`config.mk`:
```
export PLATFORM = sky130hd
export DESIGN_NAME = clock_broadcast_reset_sequencer
export DESIGN_NICKNAME = d
export VERILOG_FILES = /design/src/rtl/clock_broadcast_reset_sequencer.sv
export SDC_FILE = /design/constraint.sdc
export NUM_CORES = 1
export LEC_CHECK = 0
export ABC_AREA = 1
export CORE_UTILIZATION = 40
export DETAILED_ROUTE_END_ITERATION = 12
export HOLD_SLACK_MARGIN = 0.1
export PLACE_DENSITY_LB_ADDON = 0.12
export REMOVE_ABC_BUFFERS = 1
export SLEW_MARGIN = 20
export SYNTH_ARGS = -nofsm -noshare
export SYNTH_HDL_FRONTEND = slang
export SYNTH_SLANG_ARGS = --single-unit
```
`constraint.sdc`:
```
create_clock -name clock -period 1.9 [get_ports clock]
set_input_delay 0.285 -clock clock [delete_from_list [all_inputs] [get_ports clock]]
set_output_delay 0.285 -clock clock [all_outputs]
set_load 0.02 [all_outputs]
```
`src/rtl/clock_broadcast_reset_sequencer.sv`:
```
// Per-domain reset release sequencer for a clock/reset broadcast node.
// After the source reset deasserts, every domain is held for one slot, then
// released one per slot in ascending index order. Once idle, a valid/ready
// request re-asserts reset on a subset of domains and replays the same
// hold-then-stagger release for just that subset.
module clock_broadcast_reset_sequencer #(
  parameter int N_OUT          = 4,
  parameter int STAGGER_CYCLES = 16
) (
  input  logic             clock,
  input  logic             reset,
  output logic [N_OUT-1:0] out_reset,
  output logic             seq_done,
  input  logic             req_valid,
  output logic             req_ready,
  input  logic [N_OUT-1:0] req_mask,
  output logic             busy
);

  localparam int CNT_W = $clog2(STAGGER_CYCLES + 1);
  localparam logic [CNT_W-1:0] CNT_ZERO  = CNT_W'(0);
  localparam logic [CNT_W-1:0] CNT_ONE   = CNT_W'(1);
  localparam logic [CNT_W-1:0] CNT_LAST  = CNT_W'(STAGGER_CYCLES - 1);
  localparam logic [N_OUT-1:0] MASK_ZERO = {N_OUT{1'b0}};
  localparam logic [N_OUT-1:0] MASK_ONES = {N_OUT{1'b1}};

  typedef enum logic [1:0] {
    ST_HOLD    = 2'd0,
    ST_RELEASE = 2'd1,
    ST_DONE    = 2'd2
  } state_t;

  state_t           state_r, state_s;
  logic [CNT_W-1:0] cnt_r, cnt_s;
  logic [N_OUT-1:0] pend_r, pend_s;
  logic [N_OUT-1:0] out_reset_r, out_reset_s;
  logic             seq_done_r, seq_done_s;
  logic             req_ready_r, req_ready_s;
  logic             busy_r, busy_s;
  logic             slot_end_s;
  logic             accept_s;
  logic [N_OUT-1:0] rel_s;

  // One-hot of the lowest set bit: the next domain due for release.
  function automatic logic [N_OUT-1:0] lowest_set(input logic [N_OUT-1:0] m);
    return m & (~m + N_OUT'(1'b1));
  endfunction

  // Next-state and next-output logic for the hold/release/done sequence.
  always_comb begin
    state_s     = state_r;
    cnt_s       = cnt_r;
    pend_s      = pend_r;
    out_reset_s = out_reset_r;
    seq_done_s  = seq_done_r;
    slot_end_s  = (cnt_r == CNT_LAST);
    accept_s    = req_valid && req_ready_r;
    rel_s       = lowest_set(pend_r);

    case (state_r)
      ST_HOLD: begin
        if (slot_end_s) begin
          state_s = ST_RELEASE;
          cnt_s   = CNT_ZERO;
        end else begin
          cnt_s = cnt_r + CNT_ONE;
        end
      end
      ST_RELEASE: begin
        if (slot_end_s) begin
          cnt_s       = CNT_ZERO;
          out_reset_s = out_reset_r & ~rel_s;
          pend_s      = pend_r & ~rel_s;
          if (pend_s == MASK_ZERO) begin
            state_s    = ST_DONE;
            seq_done_s = 1'b1;
          end else begin
            state_s = ST_RELEASE;
          end
        end else begin
          cnt_s = cnt_r + CNT_ONE;
        end
      end
      ST_DONE: begin
        cnt_s = CNT_ZERO;
        // A zero mask completes the handshake but changes nothing.
        if (accept_s && (req_mask != MASK_ZERO)) begin
          state_s     = ST_HOLD;
          pend_s      = req_mask;
          out_reset_s = out_reset_r | req_mask;
          seq_done_s  = 1'b0;
        end else begin
          state_s = ST_DONE;
        end
      end
      default: begin
        // Unreachable encoding: fall back to a full hold of every domain.
        state_s     = ST_HOLD;
        cnt_s       = CNT_ZERO;
        pend_s      = MASK_ONES;
        out_reset_s = MASK_ONES;
        seq_done_s  = 1'b0;
      end
    endcase

    req_ready_s = (state_s == ST_DONE);
    busy_s      = ~seq_done_s;
  end

  // State and registered outputs; reset holds every domain in reset.
  always_ff @(posedge clock or negedge reset) begin
    if (!reset) begin
      state_r     <= ST_HOLD;
      cnt_r       <= CNT_ZERO;
      pend_r      <= MASK_ONES;
      out_reset_r <= MASK_ONES;
      seq_done_r  <= 1'b0;
      req_ready_r <= 1'b0;
      busy_r      <= 1'b1;
    end else begin
      state_r     <= state_s;
      cnt_r       <= cnt_s;
      pend_r      <= pend_s;
      out_reset_r <= out_reset_s;
      seq_done_r  <= seq_done_s;
      req_ready_r <= req_ready_s;
      busy_r      <= busy_s;
    end
  end

  assign out_reset = out_reset_r;
  assign seq_done  = seq_done_r;
  assign req_ready = req_ready_r;
  assign busy      = busy_r;

endmodule
```
==> results.py <==
metrics = {
    "run_status": {
        "outcome": "complete, no violations",
    },
    "setup_path": {
        "worstPathCellList": "clkdlybuf4s50_1",
        "startpoint_type": "flop",
        "cp-end-kind": "output port",
        "crit_fanout": 4,
        "worstSetupPathType": "reg2out",
        "path_buf_inv": 1,
        "cpPeakStageDelay_ns": 0.60,
        "required_ns": 1.62,
        "crit_family": "buffers and inverters",
        "cp.depth": 1,
        "arrival_ns": 1.47,
        "rr_worst_depth": 10,
        "cp_slowest_cell": "clkdlybuf4s50_1",
    },
    "clock_tree": {
        "ctsHoldBuffers": 0,
        "cts_tree": "yes",
        "post_cts_buffers": 0,
        "path_clk_slew_ns": 0.10,
        "cts_buffer_depth": 2,
        "cts_resized": 0,
        "cts.sinks": 18,
        "clockRootBuffer": "clkbuf_4",
        "cts_made_buffers": 3,
        "clock_latency_ns": 0.29,
        "cts.htree.levels": 1,
    },
    "place": {
        "place_ws_ns": 0.265,
        "dp_cells": 176,
        "portBuffers": 13,
        "hpwlAfterDp_mm": 1.53,
        "gp_congestion": 0.795,
    },
    "synthesis": {
        "synth.top_cell.area_share_pct": 22.9,
        "synthesis.area_mm2": 0.00103,
        "synthTopCellsByArea": "dfstp_2 23%, dfrtp_1 22%, nand2_1 16%",
        "synth_cells": 132,
        "synth_seq_area_share_pct": 44.7,
        "ys_seq_elements": 18,
        "yosysWarnings": 0,
        "syn_area_per_cell_um2": 7.83,
        "synth_cell_types": 21,
        "synth_top_cell_by_area": "dfstp_2",
    },
    "sta": {
        "fin_crit_sh_pct": 92.1,
        "finalMaxSlewViolations": 0,
        "worstMarginPinSlew_ns": 0.293,
        "slew-limit-headroom_pct": 80.4,
        "timing.fmax_mhz": 571,
        "rsz0062_at_grt": "false",
        "clock_skew_ns": 0.000707,
        "holdWs_ns": 0.313,
        "fin_crit_ns": 1.75,
        "final.setup.worst_slack_ns": 0.149,
        "tns_ns": 0,
        "finalSetupViolations": 0,
        "hold_viol": 0,
    },
    "drt": {
        "antenna_left": 0,
        "drt-pass1-iter-count": 4,
        "viasPerCell": 4.74,
        "wl_mm": 2.01,
        "vias": 853,
        "wl_per_cell_um": 11.2,
        "drc": 0,
        "drt_iter0_markers": 21,
    },
    "die": {
        "die_y_um": 52.8,
        "core_mm2": 0.00245,
        "start_util_pct": 42.1,
        "die_width_um": 52.8,
        "row_count": 18,
        "design.die.area_mm2": 0.00279,
        "io_pins": 14,
    },
    "grt": {
        "antenna_found_initial": 0,
        "grt_overflow": 0,
        "grt_pass1_vias": 782,
        "grt_pass1_wl_mm": 3.41,
        "grt_max_degree": 19,
        "grt_usage_pct": 17.4,
    },
    "final_layout": {
        "antenna_cells": 0,
        "area_growth_pct": 20.1,
        "drive_above_1_share_pct": 18.7,
        "fin_nets": 163,
        "instances_no_fill": 180,
        "num-fill-cells": 248,
    },
    "power_and_ir_drop": {
        "peakVddDrop_uv": 352,
        "p_leak_nw": 0.613,
        "pwr_density_cell_mw_per_mm2": 642,
    },
    "run": {
        "max_cap_viol_count": 0,
    },
    "min_path": {
        "hp-class": "in2async",
    },
}
## per-layer routing
metal | GRT usage [%] | wire length, um
met3 | 3.48 | 86
met4 | 6.58 | 15
met5 | 0 | 0
met1 | 22.3 | 951
met2 | 28.7 | 960
## cell families (layout without fill, tap and decap cells)
| group | after synthesis | count (layout) | share of synthesized area [%] |
|---|---|---|---|
| AO/OA/AOI/OAI | 10 | 10 | 6.54 |
| XOR/XNOR | 2 | 2 | 1.70 |
| adder cells (fa/ha/maj) | 5 | 5 | 6.05 |
| buffers and inverters | 21 | 39 | 8.35 |
| flip-flops | 18 | 18 | 44.7 |
| AND/OR/NAND/NOR | 76 | 76 | 32.7 |
## Yosys cell counts (all sizes together)
cell	n
o211ai	1
nand2	46
nand4	4
inv	20
a21oi	2
nand3	12
ha	5
xnor2	1
o21ai	7
buf	1
nor2	14
dfrtp	9
dfstp	9
xor2	1
## final timing paths
kind	from	to	slack (ns)
worst max-delay path	out_reset[1]	out_reset[1]	0.15
worst min-delay path	reset	cnt_r[0]	0.31
worst max register to register	state_r[1]	pend_r[2]	0.31
worst min register to register	pend_r[3]	pend_r[3]	0.49
max in group asynchronous	reset	pend_r[3]	1.33
min in group clock	pend_r[3]	pend_r[3]	0.49
## cell usage in the layout, fill, tap and decap left out, drive strengths merged
cell type      count
inv               20
a21oi              2
nand3             12
xor2               1
nor2              14
buf                2
clkdlybuf4s50     13
clkbuf             4
ha                 5
dfrtp              9
xnor2              1
dfstp              9
o211ai             1
nand4              4
o21ai              7
nand2             46
## stage by stage
stage	cell area, um^2	power, mW	utilization [%]
floorplan	1020	0.511	-
detailed placement	1200	0.571	49.1
global route	1240	0.848	50.6
finish	1240	0.797	50.6
global placement	1200	0.570	49.1
CTS	1240	0.812	50.6
## report_power, final
part	internal [mW]	switching, mW	total, mW	leakage (nW)
Clock	0.117	0.118	0.234	0.0210
Combinational	0.0597	0.0844	0.144	0.379
Sequential	0.408	0.0105	0.418	0.213
## cell type report
type,instances,area (um^2),share of cell area [%]
flip-flops and latches,18,462,37.2
inverters,20,75.1,6.05
multi-input cells,93,485,39.1
repair buffers,15,145,11.7
clock buffers,4,36.3,2.92
well taps,30,37.5,3.02
## worst register-to-register path, delay by kind of cell (launching register included)
family                     cells  cell delay (ns)
buffers and inverters          4             0.41
and+or+nand+nor                4             0.35
AOI/OAI and AO/OA              1             0.05
adders and majority gates      1             0.29
DFF                            1             0.43
## state kept, by name, indices dropped and copies added (netlist names)
name / flops
pend_r: 4
req_ready: 1
cnt_r: 5
seq_done: 1
busy: 1
out_reset: 4
state_r: 2
No activity file was read; power rests on OpenSTA's default activity.
